`src/rtl/keypad_event_queue_pkg.sv`:
```
// Keypad bit-order definitions shared by the keypad reader and the event queue.
// pad[15] is row 0 col 0 (code 0); pad[0] is row 3 col 3 (code 15).
package keypad_event_queue_pkg;

  localparam int NUM_KEYS   = 16;
  localparam int KEY_CODE_W = 4;

  typedef logic [KEY_CODE_W-1:0] key_code_t;

  function automatic key_code_t key_code_of(input key_code_t bit_idx);
    return key_code_t'(NUM_KEYS - 1) - bit_idx;
  endfunction

endpackage

```
`src/rtl/key_fifo.sv`:
```
// First-word-fall-through FIFO for key codes; dout reads 0 while empty.
module key_fifo #(
  parameter int DEPTH = 8,
  parameter int W     = 4
) (
  input  logic         CLOCK_50,
  input  logic         reset,
  input  logic         push,
  input  logic [W-1:0] din,
  output logic         full,
  input  logic         pop,
  output logic [W-1:0] dout,
  output logic         empty
);

  localparam int AW = $clog2(DEPTH);

  logic [W-1:0] mem_q [DEPTH];
  logic [AW:0]  wr_q, wr_d;
  logic [AW:0]  rd_q, rd_d;
  logic         do_push, do_pop;

  assign empty   = (wr_q == rd_q);
  assign full    = (wr_q[AW-1:0] == rd_q[AW-1:0]) && (wr_q[AW] != rd_q[AW]);
  assign do_push = push && !full;
  assign do_pop  = pop && !empty;
  assign dout    = empty ? '0 : mem_q[rd_q[AW-1:0]];

  always_comb begin
    wr_d = wr_q;
    rd_d = rd_q;
    if (do_push) wr_d = wr_q + 1'b1;
    if (do_pop)  rd_d = rd_q + 1'b1;
  end

  // NOTE: storage has no reset; the pointers alone define which entries are live.
  always_ff @(posedge CLOCK_50) begin
    if (do_push) mem_q[wr_q[AW-1:0]] <= din;
  end

  // NOTE: state registers use non-blocking assignments so every flop samples pre-edge values.
  always_ff @(posedge CLOCK_50 or posedge reset) begin
    if (reset) begin
      wr_q <= '0;
      rd_q <= '0;
    end else begin
      wr_q <= wr_d;
      rd_q <= rd_d;
    end
  end

endmodule

```
`src/rtl/keypad_event_queue.sv`:
```
// Debounces a raw keypad snapshot per key and queues press events as key codes
// for a valid/ready consumer.
module keypad_event_queue
  import keypad_event_queue_pkg::*;
#(
  parameter int SAMPLE_DIV      = 500000,
  parameter int DEBOUNCE_CYCLES = 3,
  parameter int FIFO_DEPTH      = 8
) (
  input  logic                  CLOCK_50,
  input  logic                  reset,
  input  logic [NUM_KEYS-1:0]   pad,
  output logic                  key_valid,
  output logic [KEY_CODE_W-1:0] key_code,
  input  logic                  key_ready,
  output logic [NUM_KEYS-1:0]   pressed,
  output logic                  overflow
);

  localparam int TICK_W = $clog2(SAMPLE_DIV);
  localparam int CNT_W  = $clog2(DEBOUNCE_CYCLES + 1);

  logic [NUM_KEYS-1:0] pad_meta_q, pad_s_q;
  logic [TICK_W-1:0]   tick_cnt_q, tick_cnt_d;
  logic                tick;
  logic [CNT_W-1:0]    cnt_q [NUM_KEYS];
  logic [CNT_W-1:0]    cnt_d [NUM_KEYS];
  logic [CNT_W-1:0]    cnt_inc;
  logic [NUM_KEYS-1:0] pressed_q, pressed_d;
  logic [NUM_KEYS-1:0] pending_q, pending_d;
  logic                overflow_q, overflow_d;
  logic [NUM_KEYS-1:0] rise, clr_mask;
  key_code_t           sel_idx;
  logic                enc_push;
  logic                fifo_full, fifo_empty;

  assign tick = (tick_cnt_q == TICK_W'(SAMPLE_DIV - 1));

  always_comb begin
    tick_cnt_d = tick ? '0 : tick_cnt_q + 1'b1;
  end

  // NOTE: every comb output gets a default first so no path leaves it unassigned (no latches).
  always_comb begin
    pressed_d = pressed_q;
    cnt_inc   = '0;
    for (int i = 0; i < NUM_KEYS; i++) begin
      cnt_d[i] = cnt_q[i];
      if (tick) begin
        if (pad_s_q[i] != pressed_q[i]) begin
          cnt_inc = cnt_q[i] + 1'b1;
          if (cnt_inc == CNT_W'(DEBOUNCE_CYCLES)) begin
            pressed_d[i] = ~pressed_q[i];
            cnt_d[i]     = '0;
          end else begin
            cnt_d[i] = cnt_inc;
          end
        end else begin
          cnt_d[i] = '0;
        end
      end
    end
  end

  // Highest pending index wins, i.e. lowest key code goes first.
  always_comb begin
    sel_idx  = '0;
    clr_mask = '0;
    for (int i = 0; i < NUM_KEYS; i++) begin
      if (pending_q[i]) sel_idx = key_code_t'(i);
    end
    enc_push = (|pending_q) && !fifo_full;
    if (enc_push) clr_mask[sel_idx] = 1'b1;
  end

  // A new press of a key still pending is merged into it and counted as lost.
  always_comb begin
    rise       = pressed_d & ~pressed_q;
    pending_d  = (pending_q & ~clr_mask) | rise;
    overflow_d = overflow_q | (|(rise & pending_q));
  end

  always_ff @(posedge CLOCK_50 or posedge reset) begin
    if (reset) begin
      pad_meta_q <= '0;
      pad_s_q    <= '0;
      tick_cnt_q <= '0;
      pressed_q  <= '0;
      pending_q  <= '0;
      overflow_q <= 1'b0;
      for (int i = 0; i < NUM_KEYS; i++) cnt_q[i] <= '0;
    end else begin
      pad_meta_q <= pad;
      pad_s_q    <= pad_meta_q;
      tick_cnt_q <= tick_cnt_d;
      pressed_q  <= pressed_d;
      pending_q  <= pending_d;
      overflow_q <= overflow_d;
      for (int i = 0; i < NUM_KEYS; i++) cnt_q[i] <= cnt_d[i];
    end
  end

  key_fifo #(
    .DEPTH (FIFO_DEPTH),
    .W     (KEY_CODE_W)
  ) u_key_fifo (
    .CLOCK_50 (CLOCK_50),
    .reset    (reset),
    .push     (enc_push),
    .din      (key_code_of(sel_idx)),
    .full     (fifo_full),
    .pop      (key_ready),
    .dout     (key_code),
    .empty    (fifo_empty)
  );

  assign key_valid = !fifo_empty;
  assign pressed   = pressed_q;
  assign overflow  = overflow_q;

endmodule

```
`config.mk`:
```
export PLATFORM = sky130hd
export DESIGN_NAME = keypad_event_queue
export DESIGN_NICKNAME = d
export VERILOG_FILES = /design/src/rtl/keypad_event_queue_pkg.sv /design/src/rtl/key_fifo.sv /design/src/rtl/keypad_event_queue.sv
export SDC_FILE = /design/constraint.sdc
export NUM_CORES = 1
export LEC_CHECK = 0
export CORE_ASPECT_RATIO = 0.9
export CORE_MARGIN = 2
export CORE_UTILIZATION = 50
export CTS_CLUSTER_DIAMETER = 120
export DETAILED_ROUTE_END_ITERATION = 10
export GPL_ROUTABILITY_DRIVEN = 1
export GPL_TIMING_DRIVEN = 0
export PLACE_DENSITY_LB_ADDON = 0.1
export SLEW_MARGIN = 10
export SYNTH_ARGS = -nofsm -noshare
export SYNTH_HDL_FRONTEND = slang
export SYNTH_HIERARCHICAL = 1
export SYNTH_SLANG_ARGS = --single-unit
```
`constraint.sdc`:
```
create_clock -name CLOCK_50 -period 9.95 [get_ports CLOCK_50]
set_input_delay 1.4925 -clock CLOCK_50 [delete_from_list [all_inputs] [get_ports CLOCK_50]]
set_output_delay 1.4925 -clock CLOCK_50 [all_outputs]
set_load 0.05 [all_outputs]
```
After elaboration in Yosys (flattened, before gate mapping)
Memory sizes are Yosys's and may differ from the RTL's.
Cells that the tools add are included.
- bits in registers: 124
- RAM bits: 32
- bits of input ports: 19
- output and inout bits: 22
- logic and storage cells: 217
- memories: 1
- memory list (memory ; depth ; bits a word ; read ports ; clocked after memory_dff ; write ports ; line ; RTL):
    u_key_fifo.mem_q ; 8 ; 4 ; 1 ; 0 ; 1 ; key_fifo.sv:18 ; logic [W-1:0] mem_q [DEPTH];
- $add $sub $neg: 20
- magnitude comparators: 2
- equality and inequality tests: 36
- muxes and demuxes: 102
- bitwise gates (word level): 23
- reduce and logical (&&, ||, !) cells: 9
- operators with widths (kind ; number):
    $mux W2 ; 33
    $mux W4 ; 14
    $mux W1 ; 52
    $and A16 B16 Y16 ; 3
    $add A2 B1 Y2 const B ; 16
    $eq A2 B2 Y1 const B ; 16
    $not A16 Y16 ; 2
    $reduce_or A16 Y1 ; 2
    $add A19 B1 Y19 const B ; 1
    $eq A19 B19 Y1 const B ; 1
    $mux W19 ; 1
    $ne A1 B1 Y1 ; 17
    $mux W16 ; 1
    $not A1 Y1 ; 16
    $or A16 B16 Y16 ; 1
    $add A4 B1 Y4 const B ; 2
    $logic_and A1 B1 Y1 ; 5
    $lt A4 B5 Y1 const B ; 1
    $demux W1 S4 ; 1
    $eq A4 B4 Y1 ; 1
    $ge A4 B1 Y1 const B ; 1
    $sub A4 B4 Y4 const A ; 1
    $eq A3 B3 Y1 ; 1
    $logic_not A1 Y1 ; 2
    $or A1 B1 Y1 ; 1

Depth between registers and ports, before layout
Gate-level depths: netlist of run 1.
- depth after elaboration: 23
- depth in mapped cells: 7
- mapped depth without buffers: 6

Cells and area by module
Netlist of run 1, hierarchy kept.
- by module, submodules not included (module ; instances ; cells an instance ; area an instance (um^2) ; sequential area each (um^2)):
    keypad_event_queue ; 1 ; 444 ; 5009.8 ; 2902.8
    key_fifo ; 1 ; 129 ; 1926.8 ; 1161.1

Worst setup path before layout of run 1
Ideal clock, no wire load.
- path kind: reg2out
- start: register u_key_fifo.rd_q[0]
- end: output port key_code[1]
- arrival time: 1500 ps
- required time: 8457 ps
- setup slack: 6957 ps
- stages on the path, launching flop included: 6
- path buffers: 2
- cell sequence: dfrtp_1 -> buf_6 -> buf_4 -> mux2i_1 -> a22oi_1 -> and3_1
- longest elaborated chain between the ends: 2
- elaborated cells between the ends (all ways): 3
- those cells by class: eq/ne: 1; mux: 1; memory: 1
- RTL lines (element ; line ; RTL):
    start: declaration ; key_fifo.sv:20 ; logic [AW:0] rd_q, rd_d;
    start signal: assignment ; key_fifo.sv:48 ; rd_q <= rd_d;
    $mem_v2 Z8 W4 or $eq A4 B4 Y1 (tied branches) ; -- ;
    $mux W4 * ; key_fifo.sv:27 ; assign dout = empty ? '0 : mem_q[rd_q[AW-1:0]];
    end: declaration ; keypad_event_queue.sv:14 ; output logic [KEY_CODE_W-1:0] key_code,
Mark *: on every way between the ends. The rest lies on a longest branch, timed or not.

Final worst setup path of run 1
- start: register u_key_fifo.rd_q[1]
- end: output port key_code[1]
The elaborated chain is that of the path after synthesis.

==> results of run 1 <==
final timing paths:
check	from	endpoint	slack (ns)
max	u_key_fifo/rd_q[1]	key_code[1]	5.82
min	pad_meta_q[10]	pad_s_q[10]	0.35
max reg2reg	u_key_fifo/rd_q[1]	u_key_fifo/mem_q[0][3]	6.88
min reg2reg	pad_meta_q[10]	pad_s_q[10]	0.35
max in group asynchronous	reset	pressed[7]	7.82
min in group asynchronous	reset	tick_cnt_q[14]	1.43
power by group:
group	internal (mW)	leakage, nW	switching (mW)
Clock	0.383	0.278	0.240
Combinational	0.0102	1.18	0.0132
Sequential	0.657	2.02	0.00368
layer usage:
layer  vias to the layer above  global-route usage [%]  share of wire (%)
met4                         0                    7.33                1.6
met5                         -                       0                  0
met3                        16                    6.23                4.2
met2                       119                    33.8                 48
li1                       2222                       -                  -
met1                      2368                    26.5                 46
layout make-up:
type / count / area (µm²)
Multi-Input combinational cell: 382 / 2710
Tap cell: 168 / 210
Fill cell: 1067 / 5310
Clock inverter: 5 / 55.1
Clock buffer: 26 / 520
Sequential cell: 156 / 4060
Buffer: 21 / 110
Inverter: 14 / 57.6
Timing Repair Buffer: 41 / 428
sequential cells by signal, indices dropped and copies added (netlist names):
register / cells
cnt_q: 32
overflow: 1
pad_meta_q: 16
pad_s_q: 16
pending_q: 16
pressed: 16
tick_cnt_q: 19
u_key_fifo/mem_q: 32
u_key_fifo/rd_q: 4
u_key_fifo/wr_q: 4
worst reg2reg max path, cell delays in order (launching register included):
cell and delay [ns]:
dfrtp_1 0.38, buf_2 0.19, xor2_2 0.43, nor4_4 0.17
a31oi_1 0.67, nor2b_1 0.25, o41ai_2 0.12, nor3_1 0.50
kinds of logic (layout without fill, tap and decap cells):
kind of cell / Yosys count / after routing / synth area share (%)
xor gates and xnor gates: 42 / 42 / 5.74
and+or+nand+nor: 208 / 208 / 16.4
DFF: 156 / 156 / 58.6
adders and majority gates: 3 / 3 / 0.541
buffers and inverters: 35 / 107 / 2.34
muxes: 37 / 37 / 5.75
AOI/OAI and AO/OA: 92 / 92 / 10.6
cell usage after synthesis, types with 11 or more instances:
cell type | n | area, µm²
o31ai_1 | 14 | 105
edfxtp_1 | 32 | 961
mux2i_1 | 17 | 170
nor2b_1 | 14 | 87.6
inv_1 | 14 | 52.6
o21ai_0 | 19 | 95.1
xnor2_1 | 12 | 105
nand2_1 | 65 | 244
nand3_1 | 21 | 105
mux2_2 | 18 | 203
nand4_1 | 12 | 75.1
xor2_1 | 26 | 228
nor2_1 | 27 | 101
clkbuf_1 | 11 | 41.3
dfrtp_1 | 124 | 3100
metrics by stage:
stage                     cell area [µm²]  hold slack [ns]  setup WS (ns)
final                                8160            0.347           5.82
after global routing                 8160            0.355           5.61
after CTS                            8160            0.348           5.80
after detailed placement             7580            0.336           6.25
after global placement               7550            0.331           3.72
after floorplan                      6940            0.331           5.39
==> metrics.md, run 1 <==
| Metric | Value |
|---|---|
| FF-to-FF path depth | `7` |
| Post-route non-filler standard cell count | `813` |
| #FFs+latches synth | `around 160` |
| Inst Count DP | `between 700 and 800` |
| Largest net degree at the start of global routing | `just over 90` |
| Req. time, crit path | `around 8.5 ns` |
| Pre-antenna DRT Iters | `4` |
| Clock Pin Slew Worst Setup and Hold Paths | `about 0.060 ns` |
| Final Max Tran Viols | `0` |
| Mapped Cells | `about 570` |
| Critical path's largest stage delay | `between 0.6 and 0.7 ns` |
| Slew @ Worst Pin | `roughly 0.85 ns` |
| Drt drc | `0` |
| CTS-repair resized insts | `0` |
| Port Buf Inserts | `40` |
| Initial antenna violation count | `0` |
| Crit Path Class | `flip-flop to primary output` |
| RePlAce Congestion | `about 0.9` |
| Final worst path period need | `between 4 and 5 ns` |
| Commonest non-fill, non-tap cell in the layout | `dfrtp_1` |
| Final setup fails | `0` |
| CTS tree | `built` |
| Detailed Route WL | `~14000 µm` |
| GRT overflow | `0` |
| WL per Instance | `17.1 µm` |
| CP Max Fanout | `8` |
| Unique masters post-synth | `between 60 and 70` |
| Status | `complete, no violations` |
| Drt first-iter violations | `280` |
| Ys async rst share | `between 70% and 80%` |
| Ys Warns | `6` |
| # rows | `40` |
| Hold_buf cts | `0` |
| Setup tns final | `0 ns` |
| Most frequent cells in the layout | `124 x dfrtp_1, 65 x nand2_1, 40 x clkdlybuf4s50_1, 32 x edfxtp_1, 27 x nor2_1` |
| Finished Core Util | `60.6%` |
| Post-synth EDFFs | `32` |
| H-tree depth reported by CTS | `4` |
| Worst-Skew Late Latency | `0.43 ns` |
| Starting Density | `51.5%` |
| Post-synthesis sequential area ratio | `between 50% and 60%` |
| Worst setup EP type | `primary output` |
| Max rail drop VDD | `between 0.0001 and 0.00015 V` |
| Nets | `655` |
| DRT antenna net count | `0` |
| Die area | `roughly 0.015 mm²` |
| Startpoint types | `flip-flop` |
| Crit-path leading delay family | `buffers and inverters` |
| Detailed-route via count | `4725` |
| # IOs | `41` |
| DP Wirelength | `9680 µm` |
| Class of the worst hold path | `flip-flop to flip-flop` |
| Unrepaired setup endpoints after global routing | `false` |
| WHS Path Cells | `0` |
| MaxCap Viol Count | `0` |
| Post-CTS setup buffers | `0` |
| P_leak | `3.48 nW` |
| TritonCTS buffer count | `17` |
| First-pass GRT wire length | `23600 µm` |
| Final hold violation count | `0` |
| Period utilization | `roughly 41%` |
| Worst EP arrival | `2.64 ns` |
| Die width | `128 µm` |
| Cell Pwr Density | `between 150 and 200 mW/mm²` |
| Fmax achieved | `242 MHz` |
| Slowest cell on crit path | `clkdlybuf4s50_1` |
| Core area | `between 0.01 and 0.015 mm²` |
| Crit-path cells | `buf_2 > xnor2_1 > nand4_1 > and3_1 > clkdlybuf4s50_1` |
| Antenna Cells | `0` |
| Die Span Y | `around 120 µm` |
| Synthesized Nets | `595` |
| Syn-to-layout area delta | `17.6%` |
| Post-Syn Area | `a little under 0.007 mm²` |
| Top_reg_cell synth | `dfrtp_1` |
| Final Skew | `just under 0.01 ns` |
| Global Route Usage Sum | `roughly a fifth` |
| Via density | `about 5.8` |
| Clk buf depth | `2` |
| Clk sinks | `about 160` |
| Vias in the first global route | `4756` |
| CTS root buf | `clkbuf_16` |
| Ratio of cells with drive above 1 in the final layout | `11.9%` |
| Synth Area per Inst | `approximately 12 µm²` |
| Overall Power | `between 1 and 1.5 mW` |
| Critical path depth in cells | `5` |
| Bufs and invs on worst path | `2` |
| Max_slew headroom | `between 40% and 50%` |
Power figures use the tool's default switching activity.
==> run 2: changes to the inputs <==
clock period = 3.6 ns   (was 9.95 ns; I/O delays follow)
==> metrics.md, run 2 (synthesis gave the netlist of run 1 again) <==
| Metric | Value |
|---|---|
| Global Route Usage Sum | `around a fifth` |
| Final setup margin | `roughly 0.34 ns` |
| Status | `complete, no violations` |
| First-pass GRT wire length | `between 20000 and 25000 µm` |
| Setup tns final | `0 ns` |
| Commonest non-fill, non-tap cell in the layout | `dfrtp_1` |
| Die area | `between 0.01 and 0.015 mm²` |
| Antenna Cells | `0` |
| Place WS | `between 0.5 and 0.6 ns` |
| Period utilization | `about nine tenths` |
| Detailed-route via count | `4645` |
| Final Skew | `approximately 0.0062 ns` |
| Drt first-iter violations | `about 320` |
| Slew @ Worst Pin | `roughly 0.86 ns` |
| Hold_buf cts | `0` |
| Initial antenna violation count | `0` |
| Via density | `5.69` |
| Hold_ws | `around 0.35 ns` |
| Max_slew headroom | `42.3%` |
| Final Max Tran Viols | `0` |
| Clk sinks | `approximately 160` |
| Worst setup EP type | `primary output` |
| WL per Instance | `approximately 17 µm` |
| Post-CTS setup buffers | `0` |
| CTS tree | `built` |
| TritonCTS buffer count | `17` |
| Cell Pwr Density | `between 400 and 500 mW/mm²` |
| DRT antenna net count | `0` |
| Die Span Y | `around 120 µm` |
| Unrepaired setup endpoints after global routing | `false` |
| Drt drc | `0` |
| Clk buf depth | `2` |
| Most frequent cells in the layout | `124 x dfrtp_1, 65 x nand2_1, 40 x clkdlybuf4s50_1, 32 x edfxtp_1, 27 x nor2_1` |
| Max rail drop VDD | `0.000312 V` |
| P_leak | `approximately 3.5 nW` |
| CP Max Fanout | `8` |
| GRT overflow | `0` |
| Inst Count DP | `a little under 800` |
| Critical path's largest stage delay | `approximately 0.69 ns` |
| Core area | `between 0.01 and 0.015 mm²` |
| Worst EP arrival | `roughly 2.7 ns` |
| Final setup fails | `0` |
| CTS root buf | `clkbuf_16` |
| CTS-repair resized insts | `0` |
| RePlAce Congestion | `roughly 0.9` |
| Post-route non-filler standard cell count | `between 800 and 900` |
| Final hold violation count | `0` |
| Startpoint types | `flip-flop` |
| Worst-Skew Late Latency | `0.43 ns` |
| Starting Density | `between 50 and 60%` |
| DP Wirelength | `~9900 µm` |
| Final worst path period need | `approximately 3.3 ns` |
| H-tree depth reported by CTS | `4` |
| Slowest cell on crit path | `clkdlybuf4s50_1` |
| Ratio of cells with drive above 1 in the final layout | `between 10% and 20%` |
| Bufs and invs on worst path | `2` |
| Class of the worst hold path | `flip-flop to flip-flop` |
| Fillcell total | `1066` |
| Vias in the first global route | `4790` |
| Port Buf Inserts | `40` |
| Detailed Route WL | `roughly 14000 µm` |
| MaxCap Viol Count | `0` |
| Req. time, crit path | `about 3 ns` |
| Fmax achieved | `approximately 310 MHz` |
| # IOs | `41` |
| Pre-antenna DRT Iters | `4` |
| Clock Pin Slew Worst Setup and Hold Paths | `around 0.060 ns` |
| Nets | `657` |
| # rows | `40` |
| Die width | `roughly 130 µm` |
| Crit Path Class | `flip-flop to primary output` |
| Crit-path cells | `buf_2 > xnor2_1 > nand4_1 > and3_1 > clkdlybuf4s50_1` |
| Syn-to-layout area delta | `18.2%` |
| Overall Power | `between 3 and 4 mW` |
| Crit-path leading delay family | `buffers and inverters` |
| Largest net degree at the start of global routing | `37` |
==> run 2: cell types whose count changed in the layout (fill, tap and decap cells not counted), sizes merged <==
| cell | before | now |
|---|---|---|
| clkbuf | 37 | 28 |
| inv | 14 | 19 |
| clkinv | 2 | 5 |
| buf | 11 | 13 |
| bufinv | 1 | 2 |
| clkinvlp | 2 | 3 |
==> run 2: final timing paths <==
kind | from | end | slack [ns] | cells after the start
max | u_key_fifo/rd_q[1] | key_code[1] | 0.34 | 5
min | pad_meta_q[15] | pad_s_q[15] | 0.35 | 0
max reg2reg | u_key_fifo/rd_q[1] | u_key_fifo/mem_q[0][0] | 0.55 | 7
min reg2reg | pad_meta_q[15] | pad_s_q[15] | 0.35 | 0
max in group asynchronous | reset | pad_s_q[9] | 2.35 | 4
min in group asynchronous | reset | u_key_fifo/wr_q[3] | 0.45 | 2
==> run 2: per-stage QoR <==
stage / cell area, µm² / utilization, %
3_5_place_dp: 7610 / 56.5
5_1_grt: 8200 / 60.9
2_1_floorplan: 6940 / -
6_report: 8200 / 60.9
4_1_cts: 8200 / 60.9
3_3_place_gp: 7550 / 56.1
==> run 2: metal layers <==
metal,track usage [%],share of wire [%],vias up
met2,34.0,48,81
met4,7.69,1.5,0
met1,28.4,48,2318
met3,4.76,3.1,17
met5,0,0,-
li1,-,-,2229
==> run 2: where the power goes <==
part	switching (mW)	total, mW	internal (mW)
logic	0.0381	0.0697	0.0316
registers	0.0105	1.83	1.82
clock network	0.748	1.78	1.03
total	0.797	3.68	2.88
==> run 2: final cells by class <==
cell class                 count  area [µm²]  share of cell area [%]
sequential                   156        4060                    49.6
multi-input combinational    382        2710                    33.1
timing repair buffer          43         460                    5.62
clock buffer                  17         425                    5.19
tap                          168         210                    2.56
clock inverter                15         163                    1.98
buffer                        21         110                    1.34
inverter                      14        56.3                   0.687
==> run 2: worst register-to-register path: cells and delay by family, from the launching register on <==
family	cells	cell delay, ns
buffers and inverters	1	0.19
and+or+nand+nor	3	0.90
AOI/OAI and AO/OA	2	0.79
xor gates and xnor gates	1	0.42
DFF	1	0.38
==> run 3: changes to the inputs <==
GPL_TIMING_DRIVEN = default   (was 0)
==> metrics.md, run 3 (synthesis gave the netlist of run 1 again) <==
| Metric | Value |
|---|---|
| Hold_ws | `roughly 0.35 ns` |
| P_leak | `approximately 3.5 nW` |
| Largest net degree at the start of global routing | `between 90 and 100` |
| Syn-to-layout area delta | `17.2%` |
| Clock Pin Slew Worst Setup and Hold Paths | `approximately 0.06 ns` |
| Core area | `about 0.013 mm²` |
| Req. time, crit path | `a little over 3 ns` |
| GRT overflow | `0` |
| Met3 Use GR | `under 10%` |
| Die Span Y | `116 µm` |
| Worst setup EP type | `primary output` |
| Post-CTS setup buffers | `0` |
| Crit-path leading delay family | `buffers and inverters` |
| CTS root buf | `clkbuf_16` |
| Via density | `a little under 6` |
| Reg power frac | `49.2%` |
| Combinational Power Share | `roughly 1.7%` |
| Drt first-iter violations | `354` |
| Worst-Skew Late Latency | `between 0.4 and 0.5 ns` |
| Max rail drop VDD | `0.000310 V` |
| MaxCap Viol Count | `0` |
| Starting Density | `between 50% and 60%` |
| Commonest non-fill, non-tap cell in the layout | `dfrtp_1` |
| Most frequent cells in the layout | `124 x dfrtp_1, 65 x nand2_1, 40 x clkdlybuf4s50_1, 32 x edfxtp_1` |
| Final setup fails | `0` |
| Initial antenna violation count | `0` |
| GRT met1 Usage | `between 20% and 30%` |
| Crit-path cells | `xnor2_1 > nand4_1 > and3_1 > clkdlybuf4s50_1` |
| Sw frac | `19.2%` |
| Drt drc | `0` |
| Bufs and invs on worst path | `1` |
| # rows | `40` |
| Period utilization | `88.5%` |
| Status | `complete, no violations` |
| Cell Pwr Density | `about 460 mW/mm²` |
| Clock power share | `49.1%` |
| Antenna Cells | `0` |
| Fillcell total | `around 1000` |
| Final hold violation count | `0` |
| Clk buf depth | `2` |
| WL per Instance | `around 17 µm` |
| CTS tree | `built` |
| Area post-placement | `~0.0075 mm²` |
| DRT antenna net count | `0` |
| Die width | `between 100 and 150 µm` |
| Crit Path Class | `flip-flop to primary output` |
| Setup tns final | `0 ns` |
| Global Route Usage Sum | `19.3%` |
| Final Instance Area | `just over 0.008 mm²` |
| Unrepaired setup endpoints after global routing | `false` |
| Pre-antenna DRT Iters | `4` |
| Die area | `roughly 0.015 mm²` |
| CTS-repair resized insts | `0` |
| Hold_buf cts | `0` |
| Max_slew headroom | `between 30% and 40%` |
| Detailed Route WL | `between 10000 and 15000 µm` |
| Vias in the first global route | `about 4500` |
| Critical path's largest stage delay | `0.70 ns` |
| Class of the worst hold path | `flip-flop to flip-flop` |
| # IOs | `between 40 and 50` |
| Switching power | `a little over 700 µW` |
| Final Max Tran Viols | `0` |
| Slew @ Worst Pin | `around 1 ns` |
| CP Max Fanout | `9` |
| Port Buf Inserts | `40` |
| Final worst path period need | `3.19 ns` |
| DP Wirelength | `between 8000 and 9000 µm` |
| Detailed-route via count | `~4600` |
| Grt met2 use | `between 30% and 40%` |
| Ratio of cells with drive above 1 in the final layout | `between 10% and 20%` |
| Clk sinks | `roughly 160` |
| Final Skew | `0.00492 ns` |
| H-tree depth reported by CTS | `4` |
| TritonCTS buffer count | `17` |
| Slowest cell on crit path | `clkdlybuf4s50_1` |
| Nets | `640` |
| Fmax achieved | `around 310 MHz` |
| First-pass GRT wire length | `between 20000 and 25000 µm` |
| RePlAce Congestion | `between 0.8 and 0.9` |
| Startpoint types | `flip-flop` |
| Worst EP arrival | `between 2 and 3 ns` |
| Top Usage Layer GRT | `met2` |
| Int Pwr | `roughly 3 mW` |
-- run 3: changes by cell type in the layout (fill, tap and decap cells not counted), sizes merged --
cell,delta
buf,-6
clkinv,-2
bufinv,+1
inv,-6
clkbuf,-4
clkinvlp,-1
-- run 3: metal layers --
layer / up-vias / share of wire (%)
met5: - / 0
met4: 0 / 1.4
met3: 16 / 3.7
met2: 99 / 49
met1: 2326 / 46
li1: 2189 / -
-- run 3: worst reg2reg max path: stages (launching register included) --
cell and delay [ns]:
dfrtp_1 0.55, xor2_2 0.41, nor4_4 0.10, a31oi_1 0.56, nor2b_1 0.24, o41ai_2 0.12, nor3_1 0.45
-- run 3: final cells by class --
class / instances / area (µm²) / area share, %
flip-flops and latches: 156 / 4060 / 50.0
multi-input cells: 382 / 2720 / 33.4
clock buffers: 24 / 492 / 6.05
repair buffers: 47 / 478 / 5.88
well taps: 168 / 210 / 2.59
clock inverters: 7 / 113 / 1.39
inverters: 14 / 56.3 / 0.693
-- run 3: worst paths after layout --
| path | start | to | slack, ns | depth (start not counted) |
|---|---|---|---|---|
| hold reg to reg | pad_meta_q[3] | pad_s_q[3] | 0.35 | 0 |
| setup reg to reg | u_key_fifo/rd_q[1] | u_key_fifo/mem_q[0][0] | 0.81 | 6 |
| hold / removal | pad_meta_q[3] | pad_s_q[3] | 0.35 | 0 |
| max in group asynchronous | reset | cnt_q[2] | 2.16 | 3 |
| min in group asynchronous | reset | u_key_fifo/rd_q[1] | 0.46 | 2 |
| setup / recovery | u_key_fifo/rd_q[1] | key_code[0] | 0.41 | 4 |
-- run 3: power by group through the flow --
| stage | Clock, mW | Combinational [mW] | Sequential (mW) |
|---|---|---|---|
| final | 1.82 | 0.0630 | 1.83 |
| after detailed placement | 0 | 0.0658 | 1.86 |
| after floorplan | 0 | 0.0329 | 1.86 |
| after global routing | 1.94 | 0.0720 | 1.83 |
| after CTS | 1.85 | 0.0660 | 1.83 |
| after global placement | 0 | 0.0644 | 1.86 |
-- run 3: through the flow --
step	setup slack [ns]	std cells	utilization [%]	total power [mW]
3_3_place_gp	0.910	767	55.9	1.92
4_1_cts	0.410	798	60.4	3.75
2_1_floorplan	1.09	573	-	1.89
5_1_grt	0.287	798	60.4	3.84
6_report	0.413	798	60.4	3.71
3_5_place_dp	0.829	767	55.9	1.93
